==> src/rtl/color_region_stats.sv <==
// color_region_stats: per-frame color-dominance match count and bounding box
// over the active pixel stream, published as a snapshot plus a one-cycle strobe.
module color_region_stats #(
  parameter int                 H_ACTIVE = 640,
  parameter int                 V_ACTIVE = 480,
  parameter logic signed [25:0] THRESH   = 26'sd82906
) (
  input  logic        clk,
  input  logic        rst,
  input  logic [1:0]  ctrl,
  input  logic        in_valid,
  input  logic        in_sof,
  input  logic [7:0]  in_r,
  input  logic [7:0]  in_g,
  input  logic [7:0]  in_b,
  output logic        stat_valid,
  output logic        stat_found,
  output logic [19:0] stat_count,
  output logic [9:0]  stat_xmin,
  output logic [9:0]  stat_xmax,
  output logic [9:0]  stat_ymin,
  output logic [9:0]  stat_ymax,
  output logic        frame_err
);

  typedef enum logic [1:0] {
    S_IDLE, S_ACTIVE, S_FLUSH, S_PUBLISH
  } state_t;

  state_t      r_state, w_next;
  logic        r_pending, r_flush, r_err;
  logic [1:0]  r_ctrl, w_sel;
  logic [1:0]  r_tag, w_ptag, r_pub_tag;
  logic [3:0]  r_live;
  logic [9:0]  r_x, r_y, w_px, w_py;
  logic        w_run, w_start, w_accept;
  logic        w_abort, w_last;

  // A frame is open in ACTIVE, or once a new sof
  // has arrived while the previous frame drains.
  assign w_run    = (r_state == S_ACTIVE) || r_pending;
  assign w_start  = in_valid && in_sof;
  assign w_accept = in_valid && (in_sof || w_run);
  assign w_abort  = w_start && w_run;
  assign w_px     = in_sof ? '0 : r_x;
  assign w_py     = in_sof ? '0 : r_y;
  assign w_last   = w_accept && !r_pending
                 && (w_px == 10'(H_ACTIVE - 1))
                 && (w_py == 10'(V_ACTIVE - 1));
  assign w_ptag   = w_start ? r_tag + 2'd1 : r_tag;
  assign w_sel    = w_start ? ctrl : r_ctrl;

  always_comb begin
    w_next = r_state;
    unique case (r_state)
      S_IDLE:    if (w_start) w_next = w_last ? S_FLUSH : S_ACTIVE;
      S_ACTIVE:  if (w_last) w_next = S_FLUSH;
      S_FLUSH:   if (r_flush) w_next = S_PUBLISH;
      S_PUBLISH: w_next = (r_pending || w_start) ? S_ACTIVE : S_IDLE;
      default:   w_next = S_IDLE;
    endcase
  end

  always_ff @(posedge clk or posedge rst) begin
    if (rst) begin
      r_state   <= S_IDLE;
      r_pending <= 1'b0;
      r_flush   <= 1'b0;
      r_err     <= 1'b0;
      r_ctrl    <= 2'b00;
      r_tag     <= 2'd0;
      r_pub_tag <= 2'd0;
      r_live    <= 4'b0;
      r_x       <= '0;
      r_y       <= '0;
    end else begin
      r_state   <= w_next;
      r_err     <= w_abort;
      r_flush   <= (r_state == S_FLUSH) && !r_flush;
      r_pending <= (r_state == S_FLUSH) && (r_pending || w_start);
      if (w_accept) begin
        if (w_px == 10'(H_ACTIVE - 1)) begin
          r_x <= '0;
          r_y <= w_py + 10'd1;
        end else begin
          r_x <= w_px + 10'd1;
          r_y <= w_py;
        end
      end
      if (w_abort) r_live[r_tag] <= 1'b0;
      if (w_start) begin
        r_ctrl         <= ctrl;
        r_tag          <= w_ptag;
        r_live[w_ptag] <= 1'b1;
      end
      if (w_last) r_pub_tag <= w_ptag;
    end
  end

  // P1: select channels, register pixel tag/coords and differences
  logic [7:0]        w_c, w_a, w_b;
  logic signed [8:0] w_d1, w_d2;

  always_comb begin
    w_c = in_r;
    w_a = in_g;
    w_b = in_b;
    case (w_sel)
      2'b01: begin w_c = in_g; w_a = in_r; w_b = in_b; end
      2'b10: begin w_c = in_b; w_a = in_r; w_b = in_g; end
      default: ;
    endcase
  end

  assign w_d1 = $signed({1'b0, w_c}) - $signed({1'b0, w_a});
  assign w_d2 = $signed({1'b0, w_c}) - $signed({1'b0, w_b});

  logic              r_p1_v, r_p1_en;
  logic [1:0]        r_p1_tag;
  logic [9:0]        r_p1_x, r_p1_y;
  logic [7:0]        r_p1_c;
  logic signed [8:0] r_p1_d1, r_p1_d2;

  always_ff @(posedge clk or posedge rst) begin
    if (rst) begin
      r_p1_v   <= 1'b0;
      r_p1_en  <= 1'b0;
      r_p1_tag <= 2'd0;
      r_p1_x   <= '0;
      r_p1_y   <= '0;
      r_p1_c   <= '0;
      r_p1_d1  <= '0;
      r_p1_d2  <= '0;
    end else begin
      r_p1_v   <= w_accept;
      r_p1_en  <= (w_sel != 2'b11);
      r_p1_tag <= w_ptag;
      r_p1_x   <= w_px;
      r_p1_y   <= w_py;
      r_p1_c   <= w_c;
      r_p1_d1  <= w_d1;
      r_p1_d2  <= w_d2;
    end
  end

  // P2: c*(c-a)*(c-b); magnitude stays below 2^25
  logic signed [25:0] w_cx, w_d1x, w_d2x, w_prod;
  assign w_cx   = 26'($signed({1'b0, r_p1_c}));
  assign w_d1x  = 26'(r_p1_d1);
  assign w_d2x  = 26'(r_p1_d2);
  assign w_prod = w_cx * w_d1x * w_d2x;

  logic               r_p2_v, r_p2_en;
  logic [1:0]         r_p2_tag;
  logic [9:0]         r_p2_x, r_p2_y;
  logic signed [25:0] r_p2_prod;

  always_ff @(posedge clk or posedge rst) begin
    if (rst) begin
      r_p2_v    <= 1'b0;
      r_p2_en   <= 1'b0;
      r_p2_tag  <= 2'd0;
      r_p2_x    <= '0;
      r_p2_y    <= '0;
      r_p2_prod <= '0;
    end else begin
      r_p2_v    <= r_p1_v;
      r_p2_en   <= r_p1_en;
      r_p2_tag  <= r_p1_tag;
      r_p2_x    <= r_p1_x;
      r_p2_y    <= r_p1_y;
      r_p2_prod <= w_prod;
    end
  end

  // P3: one accumulator bank per tag keeps a draining frame
  // separate from the next one and squashes aborted pixels.
  logic [19:0] r_cnt  [4];
  logic [9:0]  r_xmin [4];
  logic [9:0]  r_xmax [4];
  logic [9:0]  r_ymin [4];
  logic [9:0]  r_ymax [4];
  logic        w_hit;

  assign w_hit = r_p2_v && r_p2_en && r_live[r_p2_tag]
              && (r_p2_prod > THRESH);

  always_ff @(posedge clk or posedge rst) begin
    if (rst) begin
      for (int i = 0; i < 4; i++) begin
        r_cnt[i]  <= '0;
        r_xmin[i] <= '1;
        r_xmax[i] <= '0;
        r_ymin[i] <= '1;
        r_ymax[i] <= '0;
      end
    end else begin
      if (w_hit) begin
        r_cnt[r_p2_tag] <= r_cnt[r_p2_tag] + 20'd1;
        if (r_p2_x < r_xmin[r_p2_tag]) r_xmin[r_p2_tag] <= r_p2_x;
        if (r_p2_x > r_xmax[r_p2_tag]) r_xmax[r_p2_tag] <= r_p2_x;
        if (r_p2_y < r_ymin[r_p2_tag]) r_ymin[r_p2_tag] <= r_p2_y;
        if (r_p2_y > r_ymax[r_p2_tag]) r_ymax[r_p2_tag] <= r_p2_y;
      end
      if (w_start) begin
        r_cnt[w_ptag]  <= '0;
        r_xmin[w_ptag] <= '1;
        r_xmax[w_ptag] <= '0;
        r_ymin[w_ptag] <= '1;
        r_ymax[w_ptag] <= '0;
      end
    end
  end

  logic [19:0] w_pcnt;
  logic        w_pfound;
  assign w_pcnt   = r_cnt[r_pub_tag];
  assign w_pfound = |w_pcnt;

  logic        r_sv, r_found;
  logic [19:0] r_count;
  logic [9:0]  r_sxmin, r_sxmax, r_symin, r_symax;

  always_ff @(posedge clk or posedge rst) begin
    if (rst) begin
      r_sv    <= 1'b0;
      r_found <= 1'b0;
      r_count <= '0;
      r_sxmin <= '0;
      r_sxmax <= '0;
      r_symin <= '0;
      r_symax <= '0;
    end else begin
      r_sv <= (r_state == S_PUBLISH);
      if (r_state == S_PUBLISH) begin
        r_found <= w_pfound;
        r_count <= w_pcnt;
        r_sxmin <= w_pfound ? r_xmin[r_pub_tag] : '0;
        r_sxmax <= w_pfound ? r_xmax[r_pub_tag] : '0;
        r_symin <= w_pfound ? r_ymin[r_pub_tag] : '0;
        r_symax <= w_pfound ? r_ymax[r_pub_tag] : '0;
      end
    end
  end

  assign stat_valid = r_sv;
  assign stat_found = r_found;
  assign stat_count = r_count;
  assign stat_xmin  = r_sxmin;
  assign stat_xmax  = r_sxmax;
  assign stat_ymin  = r_symin;
  assign stat_ymax  = r_symax;
  assign frame_err  = r_err;

endmodule

==> config.mk <==
export PLATFORM = sky130hd
export DESIGN_NAME = color_region_stats
export DESIGN_NICKNAME = d
export VERILOG_FILES = /design/src/rtl/color_region_stats.sv
export SDC_FILE = /design/constraint.sdc
export NUM_CORES = 2
export LEC_CHECK = 0
export ABC_AREA = 1
export ABC_CLOCK_PERIOD_IN_PS = 19050
export BUFFER_PORTS_ARGS = -buffer_cell sky130_fd_sc_hd__buf_4
export CAP_MARGIN = 20
export CORE_MARGIN = 4
export CORE_UTILIZATION = 40
export DETAILED_ROUTE_END_ITERATION = 10
export SLEW_MARGIN = 25
export SYNTH_ARGS = -nofsm -noshare
export SYNTH_HDL_FRONTEND = slang
export SYNTH_SLANG_ARGS = --single-unit
==> constraint.sdc <==
create_clock -name clk -period 19.05 [get_ports clk]
set_input_delay 0.9525 -clock clk [delete_from_list [all_inputs] [get_ports clk]]
set_output_delay 0.9525 -clock clk [all_outputs]
set_load 0.02 [all_outputs]
[Yosys cells after proc, flatten, opt, wreduce, memory -nomap -nowiden]
Cells that the tools add are included.
W data, S select, Z words.
Storage, ports and cells
  word-level logic and storage cells: 206
  output and inout bits: 63
  bits in registers: 437
  bits of input ports: 30
Operators by class
  bitwise logic cells: 13
  magnitude comparators: 15
  reduce and logical (&&, ||, !) cells: 24
  $mul: 2
  multiplexer cells: 84
  add/sub/neg operators: 6
  equality and inequality tests: 11
Operator list (count)
  $mux W40: 12
  $mux W10: 26
  $bmux W10 S2: 8
  $bwmux W40: 4
  $mux W80: 2
  $mux W20: 6
  $and A40 B40 Y40: 2
  $and A80 B80 Y80: 1
  $bmux W20 S2: 2
  $bwmux W80: 1
  $demux W20 S2: 2
  $not A80 Y80: 1
  $or A40 B40 Y40: 2
  $demux W10 S2: 2
  $not A40 Y40: 1
  $gt A26 B18 Y1 const B: 1
  $mul A18 B9 Y26: 1
  $add A10 B1 Y10 const B: 2
  $add A20 B1 Y20 const B: 1
  $gt A10 B10 Y1: 2
  $lt A10 B10 Y1: 2
  $reduce_or A20 Y1: 1
  $mul A9 B9 Y18: 1
  $sub A8 B8 Y9: 2
  other kinds (28): 70

[Depth between registers and ports, before layout]
  word-level depth: 10
  mapped depth: 45
  mapped depth without buffers: 44

[Least setup slack after synthesis]
No wires, ideal clock.
  path type: reg2reg
  start: register r_p1_c[7]
  end: register r_p2_prod[25]
  arrival: 8047 ps
  cell stages (with the launch flop): 37
  data required time: 18933 ps
  path slack: 10886 ps
  path buffers: 1
  period minus slack after synthesis: 8164 ps
  setup time: 117 ps
  cell sequence: dfrtp_1 -> clkbuf_1 -> nand2_1 -> fa_1 -> inv_1 -> fa_1 -> inv_1 -> fa_1 -> inv_1 -> fa_1 -> fa_1 -> ha_1 -> a21oi_1 -> nand2_1 -> a21oi_1 -> inv_1 -> a31oi_1 -> inv_1 -> or2_2 -> nand2_1 -> inv_1 -> nand2_1 -> fa_1 -> inv_1 -> fa_1 -> fa_1 -> fa_1 -> ha_1 -> ha_1 -> nand2_1 -> nor2_1 -> nand4_1 -> o211ai_1 -> nand3b_1 -> nand2_1 -> nand2_1 -> nand2_1
On the way
  longest elaborated chain between the ends: 2
RTL lines
  start, declared: line 121  | logic [7:0] r_p1_c;
  start signal, assigned: line 140  | r_p1_c <= w_c;
  $mul A9 B9 Y18: line 151  | assign w_prod = w_cx * w_d1x * w_d2x;
  $mul A18 B9 Y26: line 151
  named net w_prod[25]: line 147  | logic signed [25:0] w_cx, w_d1x, w_d2x, w_prod;
  end signal, assigned: line 172  | r_p2_prod <= w_prod;
  end, declared: line 156  | logic signed [25:0] r_p2_prod;
The timed path passes the listed nets, and every way through them passes these cells.
A chain may end at the register's enable or synchronous reset.

[Worst setup path in the final report]
  start: register r_p1_d1[8]
  end: register r_p2_prod[25]
On the way
  longest elaborated chain between the ends: 2
RTL lines
  start, declared: line 122  | logic signed [8:0] r_p1_d1, r_p1_d2;
  start signal, assigned: line 141  | r_p1_d1 <= w_d1;
  $mul A9 B9 Y18: line 151
  $mul A18 B9 Y26: line 151
  named net w_prod[25]: line 147
The timed path passes the listed nets, and every way through them passes these cells.

==> results <==
- The flow ran to the end, and the final reports show no timing, DRC or antenna violations.
- In the final layout, the multi-input gates occupy 18100 sq um.
- The register area share after synthesis is 0.342.
- The relative slew slack is 0.371.
- Counting the fill cells in the layout gives 7939.
- The netlist uses 55 different library cells.
- The top achievable clock speed is approximately 110 MHz.
- The number of failing hold endpoints at the final stage came to 0.
- The number of hold buffers added after CTS was 0.
- The clock root buffer is sky130_fd_sc_hd__clkbuf_16.
- The synthesis-stage register bit count is around 440.
- The number of H-tree branching levels is 2.
- The height of the die is slightly below 300 um.
- Buffers inserted during clock tree synthesis total 54.
- Leaving out fill and tap cells, the most frequent cells in the layout are 1078 x sky130_fd_sc_hd__nand2_1, 532 x sky130_fd_sc_hd__inv_1, 424 x sky130_fd_sc_hd__o21ai_0, 355 x sky130_fd_sc_hd__dfrtp_1, 340 x sky130_fd_sc_hd__nor2_1.
- The number of routed nets with antenna violations is 0.
- Across the routed clock network, the largest skew measured is around 0.024 ns.
- The core region is approximately 80000 sq um.
- The library cell with the largest summed area after synthesis is sky130_fd_sc_hd__dfrtp_1.
- The warning count from the yosys run is 0.
- The total track usage is 0.214.
- Buffers added to address setup during post-CTS repair amount to 0.
- In this run the cell area of the synthesized design comes to approximately 32000 sq um.
- Among all stages on the critical path, the largest delay is contributed by sky130_fd_sc_hd__fa_1.
- Of the cells placed in the final design, the portion with a size suffix greater than 1 is 0.0851.
- The kind of cell with the highest combined delay on the critical path is adder cells.
- The total of max-cap violations is 0.
- The global-route wire length before repair is 148000 um.
- The number of gates resized after CTS was 0.
- The setup TNS after final layout is 0 ns.
- The synthesized design contains 0 enable-type register cells.
- The most frequent standard cell in the layout excluding fill and tap cells is sky130_fd_sc_hd__nand2_1.
- The TritonCTS sink count is ~440.
- The critical path endpoint category is a flop.
- The iteration-0 DRC count of the detailed router is approximately 2300.
- In the final routed layout, each cell accounts on average for between 15 and 20 um.
- The number of top-level pins is 93.
- From synthesis to final layout, the design area changed by 9.92%.
- The die covers 85300 sq um.
- The width of the die is between 200 and 300 um.
- The setup check on the worst reg-to-reg path leaves a slack of between 10 and 15 ns.
- The number of antenna diodes in the final layout is 0.
- Clock-pin slew was measured on the worst setup and hold paths at 0.06 ns.
- For this run, the leading register cell type out of synthesis is sky130_fd_sc_hd__dfrtp_1.
- The first TritonRoute pass finished after 6 iterations.
- Dividing the synthesized area by the synthesized cell count gives approximately 7.6 sq um.
- Along the worst path, the maximum fanout reaches 8.
- The most repeated library cell on the critical path is sky130_fd_sc_hd__fa_1.
- The post-layout net count is ~4600.
- The area taken by flip-flops and latches is around 11000 sq um.
- The share of the clock period used by the worst path is 0.463.
- The detailed-route via count is between 20000 and 30000.
- Setup repair after global routing left no endpoint under its margin.
- The deepest clock path buffer count is 3.
- After synthesis, the cell types taking the most area are sky130_fd_sc_hd__dfrtp_1 28%, sky130_fd_sc_hd__nand2_1 13%, sky130_fd_sc_hd__fa_1 10%.
- The routed design has slightly above 90000 um of wire.
- The via count of the first global-routing pass came to approximately 27000.
- The insertion delay to the later sink of the worst-skew pair is 0.62 ns.
- The TritonCTS clock tree is built.
- STA puts the critical path data arrival time at 9.32 ns.
- The critical path is of the reg -> reg type.
- The number of buffers and inverters on the critical path is 6.
- The number of design rule violations left after detail routing is 0.
- Setup violations remaining at the end of the flow were counted as 0.
- The number of antenna violations at the first check in global routing is 4.
- The initial utilization of the core area, before any placement, comes to 0.406.
- Summed over all layers, the global routing overflow is 0.
- The initialized floorplan defines around 100 standard-cell rows.
- The min-delay analysis places its worst path in the category reg -> reg.
- The final count of pins violating max slew is 0.
- Entering global routing, the biggest net connects roughly 120 pins.
- For this run, the slowest stage of the critical path takes between 0.5 and 0.6 ns.
- The gate count of the mapped netlist is 4241.
- The detailed-placement wirelength estimate is about 61000 um.
- The worst path required time is between 15 and 20 ns.
- The startpoint type of the worst setup path is a flop.
- The fraction of registers with async set/reset is 1.00.
- Of the post-synthesis cell area, the dominant cell type holds 0.277.
- The via density per instance is around 5.2.
- The final weighted congestion in routability-driven placement is about 0.84.
- After layout, the minimum clock period comes to between 8 and 9 ns.
- The post-synth net total is between 4000 and 5000.
- The number of buffers added on ports is 92.
- The transition time of the tightest slew-check pin is around 0.94 ns.
[flip-flops by register name, indices dropped and copies added, names as in the netlist, 20 cells and up]
name and flops:
r_xmax 40, r_ymax 40, r_cnt 80, r_xmin 40
stat_count 20, r_p2_prod 26, r_ymin 40
[final cells by class]
class | instances | area share
sequential | 437 | 0.311
inverter | 556 | 0.0594
clock buffer | 78 | 0.0446
tap | 1050 | 0.0371
clock inverter | 23 | 0.00847
timing repair buffer | 125 | 0.0272
multi-input combinational | 3010 | 0.512
[kinds of logic after synthesis]
family / share of synthesized area
flops: 0.342
compound gates: 0.152
buf+inv: 0.0964
mux: 0.000349
xor+xnor: 0.0184
simple gates: 0.216
fa+ha+maj: 0.175
[synth_stat cells (7+ instances only)]
cell,count
sky130_fd_sc_hd__buf_2,34
sky130_fd_sc_hd__o211ai_1,37
sky130_fd_sc_hd__inv_2,13
sky130_fd_sc_hd__nand2_1,1078
sky130_fd_sc_hd__dfstp_2,80
sky130_fd_sc_hd__nor2_1,340
sky130_fd_sc_hd__o21ai_1,29
sky130_fd_sc_hd__xor2_1,50
sky130_fd_sc_hd__or2_2,17
sky130_fd_sc_hd__a21oi_1,240
sky130_fd_sc_hd__o21ai_0,424
sky130_fd_sc_hd__buf_4,14
sky130_fd_sc_hd__ha_1,184
sky130_fd_sc_hd__clkinv_1,7
sky130_fd_sc_hd__dfrtp_1,357
sky130_fd_sc_hd__o21bai_1,25
sky130_fd_sc_hd__nor3_1,101
sky130_fd_sc_hd__o22ai_1,54
sky130_fd_sc_hd__xnor2_1,16
sky130_fd_sc_hd__inv_1,534
sky130_fd_sc_hd__buf_1,24
sky130_fd_sc_hd__nand4_1,24
sky130_fd_sc_hd__a221oi_1,36
sky130_fd_sc_hd__fa_1,167
sky130_fd_sc_hd__nand3b_1,8
sky130_fd_sc_hd__nand3_1,120
sky130_fd_sc_hd__a221o_1,8
sky130_fd_sc_hd__clkbuf_1,162
[worst reg2reg max path: cells and delay by family (launching register included)]
family / cells / cell delay [ns]
flip-flops: 1 / 0.42
buffers and inverters: 6 / 0.55
AO/OA/AOI/OAI: 4 / 0.78
adder cells (fa/ha/maj): 12 / 5.16
AND/OR/NAND/NOR: 12 / 1.77
[stage by stage]
| stage | instance area, sq um | hold slack [ns] | std cells | setup slack, ns | util |
|---|---|---|---|---|---|
| final | 35500 | 0.325 | 5279 | 10.23 | 0.446 |
| after CTS | 35400 | 0.334 | 5278 | 10.25 | 0.446 |
| after floorplan | 32300 | 0.331 | 4241 | 6.06 | - |
| after global placement | 33500 | 0.332 | 5177 | 10.36 | 0.422 |
| after detailed placement | 33500 | 0.335 | 5177 | 10.27 | 0.422 |
| after global routing | 35500 | 0.341 | 5279 | 9.70 | 0.446 |
[worst paths after layout]
path,from,endpoint,cells past startpoint
min in group asynchronous,rst,r_cnt[46]$_DFF_PP0_,2
max in group asynchronous,rst,stat_xmin[7]$_DFFE_PP0P_,3
setup reg to reg,r_p1_d1[8]$_DFF_PP0_,r_p2_prod[25]$_DFF_PP0_,34
hold / removal,r_p1_y[3]$_DFF_PP0_,r_p2_y[3]$_DFF_PP0_,0
hold reg to reg,r_p1_y[3]$_DFF_PP0_,r_p2_y[3]$_DFF_PP0_,0
setup / recovery,r_p1_d1[8]$_DFF_PP0_,r_p2_prod[25]$_DFF_PP0_,34
[routing by layer]
metal	track usage	share of wire
met1	0.294	0.44
met2	0.354	0.47
met3	0.0294	0.059
met4	0.0595	0.025
met5	0	0
Power is not shown: default switching activity piles up to over one toggle a cycle in this logic, so the estimate is an artifact.
